[config.mk]
export PLATFORM = sky130hd
export DESIGN_NAME = riscv_run_ctrl
export DESIGN_NICKNAME = d
export VERILOG_FILES = /design/src/rtl/riscv_run_ctrl.sv
export SDC_FILE = /design/constraint.sdc
export NUM_CORES = 1
export LEC_CHECK = 0
export BUFFER_PORTS_ARGS = -buffer_cell sky130_fd_sc_hd__buf_2
export CAP_MARGIN = 20
export CORE_UTILIZATION = 49
export CTS_CLUSTER_DIAMETER = 40
export DETAILED_ROUTE_END_ITERATION = 8
export PLACE_DENSITY = 0.85
export SKIP_LAST_GASP = 1
export SYNTH_ARGS = -nofsm -noshare
export SYNTH_HDL_FRONTEND = slang
export SYNTH_SLANG_ARGS = --single-unit
[constraint.sdc]
create_clock -name clk -period 5.1 [get_ports clk]
set_input_delay 1.02 -clock clk [delete_from_list [all_inputs] [get_ports clk]]
set_output_delay 1.02 -clock clk [all_outputs]
set_load 0.05 [all_outputs]
[src/rtl/riscv_run_ctrl.sv]
// Run/reset controller for the single-cycle RISC-V core: stretches reset into core_rst
// and gates execution through core_ce (free-run, single-step, breakpoint and cycle-limit halt).
module riscv_run_ctrl #(
    parameter int unsigned XLEN       = 32,
    parameter int unsigned NUM_BP     = 2,
    parameter int unsigned BP_IDX_W   = 1,
    parameter int unsigned CNT_W      = 32,
    parameter int unsigned RST_CYCLES = 4,
    parameter bit          AUTO_RUN   = 1'b1
) (
    input  logic                     clk,
    input  logic                     reset,
    input  logic                     soft_rst,
    input  logic                     run_req,
    input  logic                     step_req,
    input  logic                     halt_req,
    input  logic [XLEN-1:0]          pc,
    input  logic [NUM_BP-1:0]        bp_en,
    input  logic [NUM_BP*XLEN-1:0]   bp_addr,
    input  logic [CNT_W-1:0]         max_cycles,
    output logic                     core_rst,
    output logic                     core_ce,
    output logic                     halted,
    output logic [1:0]               halt_cause,
    output logic [BP_IDX_W-1:0]      bp_idx,
    output logic [CNT_W-1:0]         cycle_count
);

    localparam int unsigned HOLD_W = (RST_CYCLES > 1) ? $clog2(RST_CYCLES) : 1;
    localparam logic [HOLD_W-1:0] HOLD_INIT = HOLD_W'(RST_CYCLES - 1);

    localparam logic [1:0] CAUSE_NONE  = 2'd0;
    localparam logic [1:0] CAUSE_EXT   = 2'd1;
    localparam logic [1:0] CAUSE_BP    = 2'd2;
    localparam logic [1:0] CAUSE_LIMIT = 2'd3;

    typedef enum logic [2:0] {
        ST_RST_HOLD = 3'd0,
        ST_RUN      = 3'd1,
        ST_STEP     = 3'd2,
        ST_RESUME   = 3'd3,
        ST_HALTED   = 3'd4
    } state_t;

    state_t                r_state;
    state_t                w_state_nxt;
    logic [HOLD_W-1:0]     r_hold_cnt;
    logic [HOLD_W-1:0]     w_hold_nxt;
    logic [1:0]            r_halt_cause;
    logic [1:0]            w_cause_nxt;
    logic [BP_IDX_W-1:0]   r_bp_idx;
    logic [CNT_W-1:0]      r_cycle_count;
    logic                  w_bp_hit;
    logic [BP_IDX_W-1:0]   w_bp_first;
    logic                  w_bp_latch;
    logic                  w_limit_hit;

    // Lowest-index enabled comparator that matches the current PC
    always_comb begin
        w_bp_hit   = 1'b0;
        w_bp_first = '0;
        for (int i = 0; i < int'(NUM_BP); i++) begin
            if (!w_bp_hit && bp_en[i] && (pc == bp_addr[i*XLEN +: XLEN])) begin
                w_bp_hit   = 1'b1;
                w_bp_first = BP_IDX_W'(i);
            end
        end
    end

    assign w_limit_hit = (max_cycles != '0) && (r_cycle_count == max_cycles);

    // Next state and the combinational core controls
    always_comb begin
        w_state_nxt = r_state;
        w_hold_nxt  = r_hold_cnt;
        w_cause_nxt = r_halt_cause;
        w_bp_latch  = 1'b0;
        core_rst    = 1'b0;
        core_ce     = 1'b0;
        halted      = 1'b0;

        case (r_state)
            ST_RST_HOLD: begin
                core_rst = 1'b1;
                if (r_hold_cnt == '0) begin
                    w_state_nxt = AUTO_RUN ? ST_RUN : ST_HALTED;
                end else begin
                    w_hold_nxt = r_hold_cnt - HOLD_W'(1);
                end
            end
            ST_RUN: begin
                // Halting suppresses core_ce in the same cycle, so the breakpoint PC is not executed
                if (w_bp_hit) begin
                    w_state_nxt = ST_HALTED;
                    w_cause_nxt = CAUSE_BP;
                    w_bp_latch  = 1'b1;
                end else if (halt_req) begin
                    w_state_nxt = ST_HALTED;
                    w_cause_nxt = CAUSE_EXT;
                end else if (w_limit_hit) begin
                    w_state_nxt = ST_HALTED;
                    w_cause_nxt = CAUSE_LIMIT;
                end else begin
                    core_ce = 1'b1;
                end
            end
            ST_STEP: begin
                core_ce     = 1'b1;
                w_state_nxt = ST_HALTED;
            end
            ST_RESUME: begin
                core_ce     = 1'b1;
                w_state_nxt = ST_RUN;
            end
            ST_HALTED: begin
                halted = 1'b1;
                if (run_req) begin
                    w_state_nxt = ST_RESUME;
                end else if (step_req) begin
                    w_state_nxt = ST_STEP;
                end
            end
            default: begin
                w_state_nxt = ST_RST_HOLD;
                w_hold_nxt  = HOLD_INIT;
            end
        endcase
    end

    // State, hold counter, halt bookkeeping and executed-cycle counter
    always_ff @(posedge clk) begin
        if (reset || soft_rst) begin
            r_state       <= ST_RST_HOLD;
            r_hold_cnt    <= HOLD_INIT;
            r_halt_cause  <= CAUSE_NONE;
            r_bp_idx      <= '0;
            r_cycle_count <= '0;
        end else begin
            r_state      <= w_state_nxt;
            r_hold_cnt   <= w_hold_nxt;
            r_halt_cause <= w_cause_nxt;
            if (w_bp_latch) begin
                r_bp_idx <= w_bp_first;
            end
            if (core_ce) begin
                r_cycle_count <= r_cycle_count + CNT_W'(1);
            end
        end
    end

    assign halt_cause  = r_halt_cause;
    assign bp_idx      = r_bp_idx;
    assign cycle_count = r_cycle_count;

endmodule
==> results.cfg, run 1 <==
[power_and_ir_drop]
p_seq_share_pct = 46.4
p_sw_uw = 183.8
vdd_ir_drop_max_mv = 0.1441
leakagePower_nw = 1.972
p_int_uw = 491.1
combPwrFrac_pct = 21.0
switching_share_pct = 27.24
clkPwrFrac_pct = 32.5
p_per_area_nw_per_um2 = 160.8

[detailed_routing]
vias = 3817
dr.pass1.iters = 5
drtIter0Drc = 214
drc = 0
postRouteWirelength_microns = 10400
viasPerCell = 5.945
wl_per_cell_microns = 16.20
antenna_left = 0

[floorplanning]
die_area_sq_um = 6982
start_util_pct = 51.04
core_sq_um = 6386
die_width_microns = 83.56
ios = 174
die_h_microns = 83.56
rows = 29

[clock_network]
cts_made_buffers = 5
post_cts_resized = 0
root_buffer = clkbuf_8
cts_htree_levels = 2
cts_buffer_depth = 2
cts.sinks = 40
clk_pin_slew_ps = 80
post_cts_buffers = 0
insertion_delay_ps = 290
cts_hold_buf = 0
cts_tree = yes

[synthesis]
ys_top_cells_by_area = xor2_1, dfxtp_1, nor4_1
synth-edff-count = 0
synth-async-reset-ratio_pct = 0
seq_area_frac_synth_pct = 24.57
synth.largest_area_cell = xor2_1
ys.flop_type = dfxtp_1
syn_inst = 400
netlist.area_leader.share_pct = 25.80
syn_area_sq_um = 3259
synth_seq_cells = 40
post-synth-top-count-cell = xor2_1
ys_types = 45
avgSynthCellArea_sq_um = 8.148
synth_common_cells = xor2_1, dfxtp_1, nor4_1
syn_nets = 538
yosysWarnings = 0

[sta]
worst_clock_skew_ps = 5.718
setup_violations = 0
slew_headroom_pct = 60.09
hold_viol_final = 0
min_period_ps = 4034
period_share_pct = 79.10
hold_ws_ps = 446.8
slew_viol_final = 0
fmax_mhz = 247.9
tns_ps = 0
rsz0062_at_grt = no
worstMarginPinSlew_ps = 598.6

[global_route]
grt_overflow = 0
grt_pass1_vias = 3837
antenna_found_initial = 0
grt_pass1_wl_microns = 17210
grtUsageTotal_pct = 30.09
grt_max_degree = 51

[setup_path]
ff2ff_setup_slack_ps = 2150
timing.rr.end = cycle_count[5]
crit_required_ps = 4080
critPathArrivalTime_ps = 3010
reg2reg_from = cycle_count[3]
start_kind = input port
reg2reg_depth = 9
critPathKind = in2out
critPathMaxFanout = 6
endpoint_kind = output port

[placement]
place_hpwl_microns = 8446
port_buffers = 173
gp_congestion = 0.8956

[outcome]
status = finished, final reports clean

[run]
drv_cap = 0

[finish]
fin_nets = 702
syn2layout_area_growth_pct = 28.75
diodes = 0
fill_cells = 543
layout-drive-gt1-share_pct = 33.81

[min_path]
holdPathEnd = halt_cause[0]
hold_depth = 2
hold_class = reg2reg
min_from = halt_cause[0]
## power groups by stage
stage | sequential, mW | combinational [mW] | clock (mW)
CTS | 0.313 | 0.142 | 0.223
finish | 0.313 | 0.142 | 0.219
global placement | 0.321 | 0.137 | 0
floorplan | 0.321 | 0.0562 | 0
global route | 0.313 | 0.155 | 0.238
detailed placement | 0.321 | 0.141 | 0
## metrics by stage
stage          utilization [%]  area, sq um  worst slack, ps  power [mW]  instances
6_report                 65.71         4197             1066      0.6749        642
5_1_grt                  65.71         4197            983.6      0.7064        642
4_1_cts                  65.71         4197             1069      0.6775        642
2_1_floorplan                -         3259             1501      0.3768        400
3_5_place_dp             64.26         4104             1084      0.4615        634
3_3_place_gp             64.26         4104             1098      0.4574        634
## worst max-delay path, cell delays in order
cell and delay [ps]:
buf_2 120, xor2_1 150, nor4_1 410, nand4_1 150, or3_1 430, and3b_1 310, nor2_8 160, inv_4 60
buf_2 210
## kinds of logic (layout without fill, tap and decap cells)
group,Yosys count,in the layout,synth area share (%)
mux,1,1,0.3071
xor+xnor,101,101,27.14
simple gates,165,165,29.06
compound gates,65,65,13.09
flops,40,40,24.57
fa+ha+maj,2,2,0.7676
buf+inv,26,191,5.068
## per-layer routing
metal	global-route usage [%]	wire, microns	vias up
li1	-	-	1802
met1	34.31	4074	1778
met2	53.36	5174	200
met3	5.638	760	37
met4	15.10	393	0
met5	0	0	-
## worst max-delay path by stage
stage	to	cells past startpoint	slack (ps)	start
after global routing	core_ce	9	980	pc[25]
after CTS	core_ce	9	1070	bp_addr[0]
after detailed placement	core_ce	9	1080	bp_addr[0]
after global placement	core_ce	9	1100	bp_addr[0]
final	core_ce	9	1070	pc[25]
after floorplan	core_ce	9	1500	pc[25]
## cell type report
cell class	count	area, sq um	area share [%]
inverters	8	32.53	0.7752
well taps	77	96.34	2.296
clock buffers	6	82.58	1.968
flip-flops and latches	40	800.8	19.08
multi-input cells	334	2293	54.65
repair buffers	175	880.8	20.99
clock inverters	2	10.01	0.2385
## cell usage in the layout, fill, tap and decap left out, types with 11 or more instances in the layout
cell type    n
nor3_1      11
nor2_1      18
nand2_1     21
dfxtp_1     40
buf_2      173
nor4_1      34
nand4_1     17
or4_1       13
nand3_1     15
or3_1       15
xor2_1      96
a21oi_1     20
## flip-flops by register name (all words and copies together), names as in the netlist
signal       cells
r_state          3
cycle_count     32
bp_idx           1
halt_cause       2
r_hold_cnt       2
Note: power is estimated with default switching activity, not from simulation.
==> run 2: changes to the inputs <==
- CORE_UTILIZATION: 49 -> 41
- PLACE_DENSITY: 0.85 -> 0.76
- clock period: 5.1 -> 3.4 ns (I/O delays scaled with it)
==> run 2 against run 1 <==
  * Sequential share of layout area decreased by 0.48 points
  * Total power up 51%
  * Via count shrank 1.7%
  * Critical endpoint unchanged
  * Largest power group unchanged
==> results.cfg, run 2 (same netlist as run 1, synthesis figures left out) <==
[outcome]
status = finished, final reports clean

[setup_path]
crit_required_ps = 2720
cp_slowest_cell = or3_1
critPathMaxFanout = 3
crit_buf_inv = 3
timing.rr.end = cycle_count[5]
reg2reg_from = cycle_count[21]
cpPeakStageDelay_ps = 430
critPathArrivalTime_ps = 2560
endpoint_kind = output port
path_cells = buf_2, xor2_1, nor4_1, nand4_1, or3_1, and3b_1, nor2_8, inv_4, buf_2
worst_path_dominant_cell_family = simple AND/OR/NAND/NOR gates
worst_path_most_repeated_cell = buf_2
start_kind = input port
ff2ff_setup_slack_ps = 830
critPathKind = in2out
reg2reg_depth = 9

[power_and_ir_drop]
p_per_area_nw_per_um2 = 237.5
combPwrFrac_pct = 21.4
leakagePower_nw = 2.017
clkPwrFrac_pct = 32.6
p_sw_uw = 280.4
p_seq_share_pct = 46.0
power_mw = 1.022
p_int_uw = 741.7
vdd_ir_drop_max_mv = 0.1237
switching_share_pct = 27.43

[clock_network]
root_buffer = clkbuf_8
insertion_delay_ps = 300
post_cts_buffers = 0
cts_hold_buf = 0
cts_tree = yes
cts_made_buffers = 5
cts.sinks = 40
cts_buffer_depth = 2
clk_pin_slew_ps = 70
cts_htree_levels = 2

[detailed_routing]
drtIter0Drc = 218
viasPerCell = 5.557
dr.pass1.iters = 5
postRouteWirelength_microns = 10700
wl_per_cell_microns = 15.85
drc = 0
antenna_left = 0
vias = 3751

[floorplanning]
start_util_pct = 42.18
die_area_sq_um = 8310
die_h_microns = 91.16
ios = 174
die_width_microns = 91.16
rows = 32
core_sq_um = 7727

[finish]
final_cell_mix = buf_2, xor2_1, dfxtp_1
final_common_cell = buf_2
final_area_sq_um = 4304
layout-drive-gt1-share_pct = 34.55
diodes = 0
largest_reg_flops = 32
fin_nets = 710
syn2layout_area_growth_pct = 32.05

[placement]
gp_congestion = 0.8901
place_hpwl_microns = 8762
dp_slack_ps = 112.4
dpl_cell_area_sq_um = 4208
port_buffers = 173

[min_path]
holdPathEnd = halt_cause[0]
min_from = halt_cause[0]
hold_class = reg2reg
hold_depth = 2

[global_route]
grt_pass1_wl_microns = 17270
grt_overflow = 0
grtUsageTotal_pct = 26.21
grt_max_degree = 51
antenna_found_initial = 0
grt_pass1_vias = 3705

[sta]
slew_viol_final = 0
slew_headroom_pct = 58.84
fmax_mhz = 308.4
worstMarginPinSlew_ps = 617.5
tns_ps = 0
period_share_pct = 95.35
fin_ws_ps = 158.0
min_period_ps = 3242
worst_clock_skew_ps = 3.153
hold_viol_final = 0
rsz0062_at_grt = no
setup_violations = 0

[run]
drv_cap = 0
-- run 2: per-stage QoR --
| step | utilization, % | hold slack (ps) | std cells |
|---|---|---|---|
| 4_1_cts | 55.62 | 472.3 | 675 |
| 6_report | 55.70 | 463.5 | 675 |
| 3_5_place_dp | 54.45 | 458.4 | 667 |
| 2_1_floorplan | - | 490.9 | 400 |
| 5_1_grt | 55.70 | 499.7 | 675 |
| 3_3_place_gp | 54.45 | 433.8 | 667 |
-- run 2: worst max-delay path by stage --
stage                     endpoint  cells past startpoint  slack (ps)           from
after detailed placement   core_ce                     10         110         pc[21]
final                      core_ce                      9         160    bp_addr[27]
after floorplan            core_ce                      9         480         pc[25]
after global placement     core_ce                     10         130         pc[21]
after CTS                  core_ce                     10         100         pc[21]
after global routing       core_ce                     10          20  max_cycles[7]
-- run 2: timing repair --
action	4_1_cts	5_1_grt
hold endpoints to repair	0	0
endpoints found under the setup margin	0	1
resized for setup	0	1
-- run 2: worst min-delay path: cells and delay by family (launching register included) --
family	cells	cell delay (ps)
flip-flops	1	320
buffers and inverters	1	50
AO/OA/AOI/OAI	1	50
-- run 2: power groups by stage --
stage	Clock, mW	Combinational, mW	Sequential (mW)
CTS	0.335	0.218	0.470
detailed placement	0	0.217	0.481
global placement	0	0.211	0.481
finish	0.333	0.219	0.470
global route	0.358	0.238	0.470
floorplan	0	0.0843	0.481
-- run 2: metal layers --
metal / up-vias / routed length (microns) / GRT usage (%)
li1: 1817 / - / -
met1: 1719 / 4148 / 28.78
met2: 183 / 5447 / 48.99
met3: 32 / 780 / 5.528
met4: 0 / 326 / 9.921
met5: - / 0 / 0
-- run 2: area by class of cell --
class	instances	area [sq um]
Clock buffer	8	90.09
Tap cell	102	127.6
Sequential cell	40	800.8
Multi-Input combinational cell	334	2300
Inverter	8	32.53
Timing Repair Buffer	183	953.4
Fill cell	725	3423
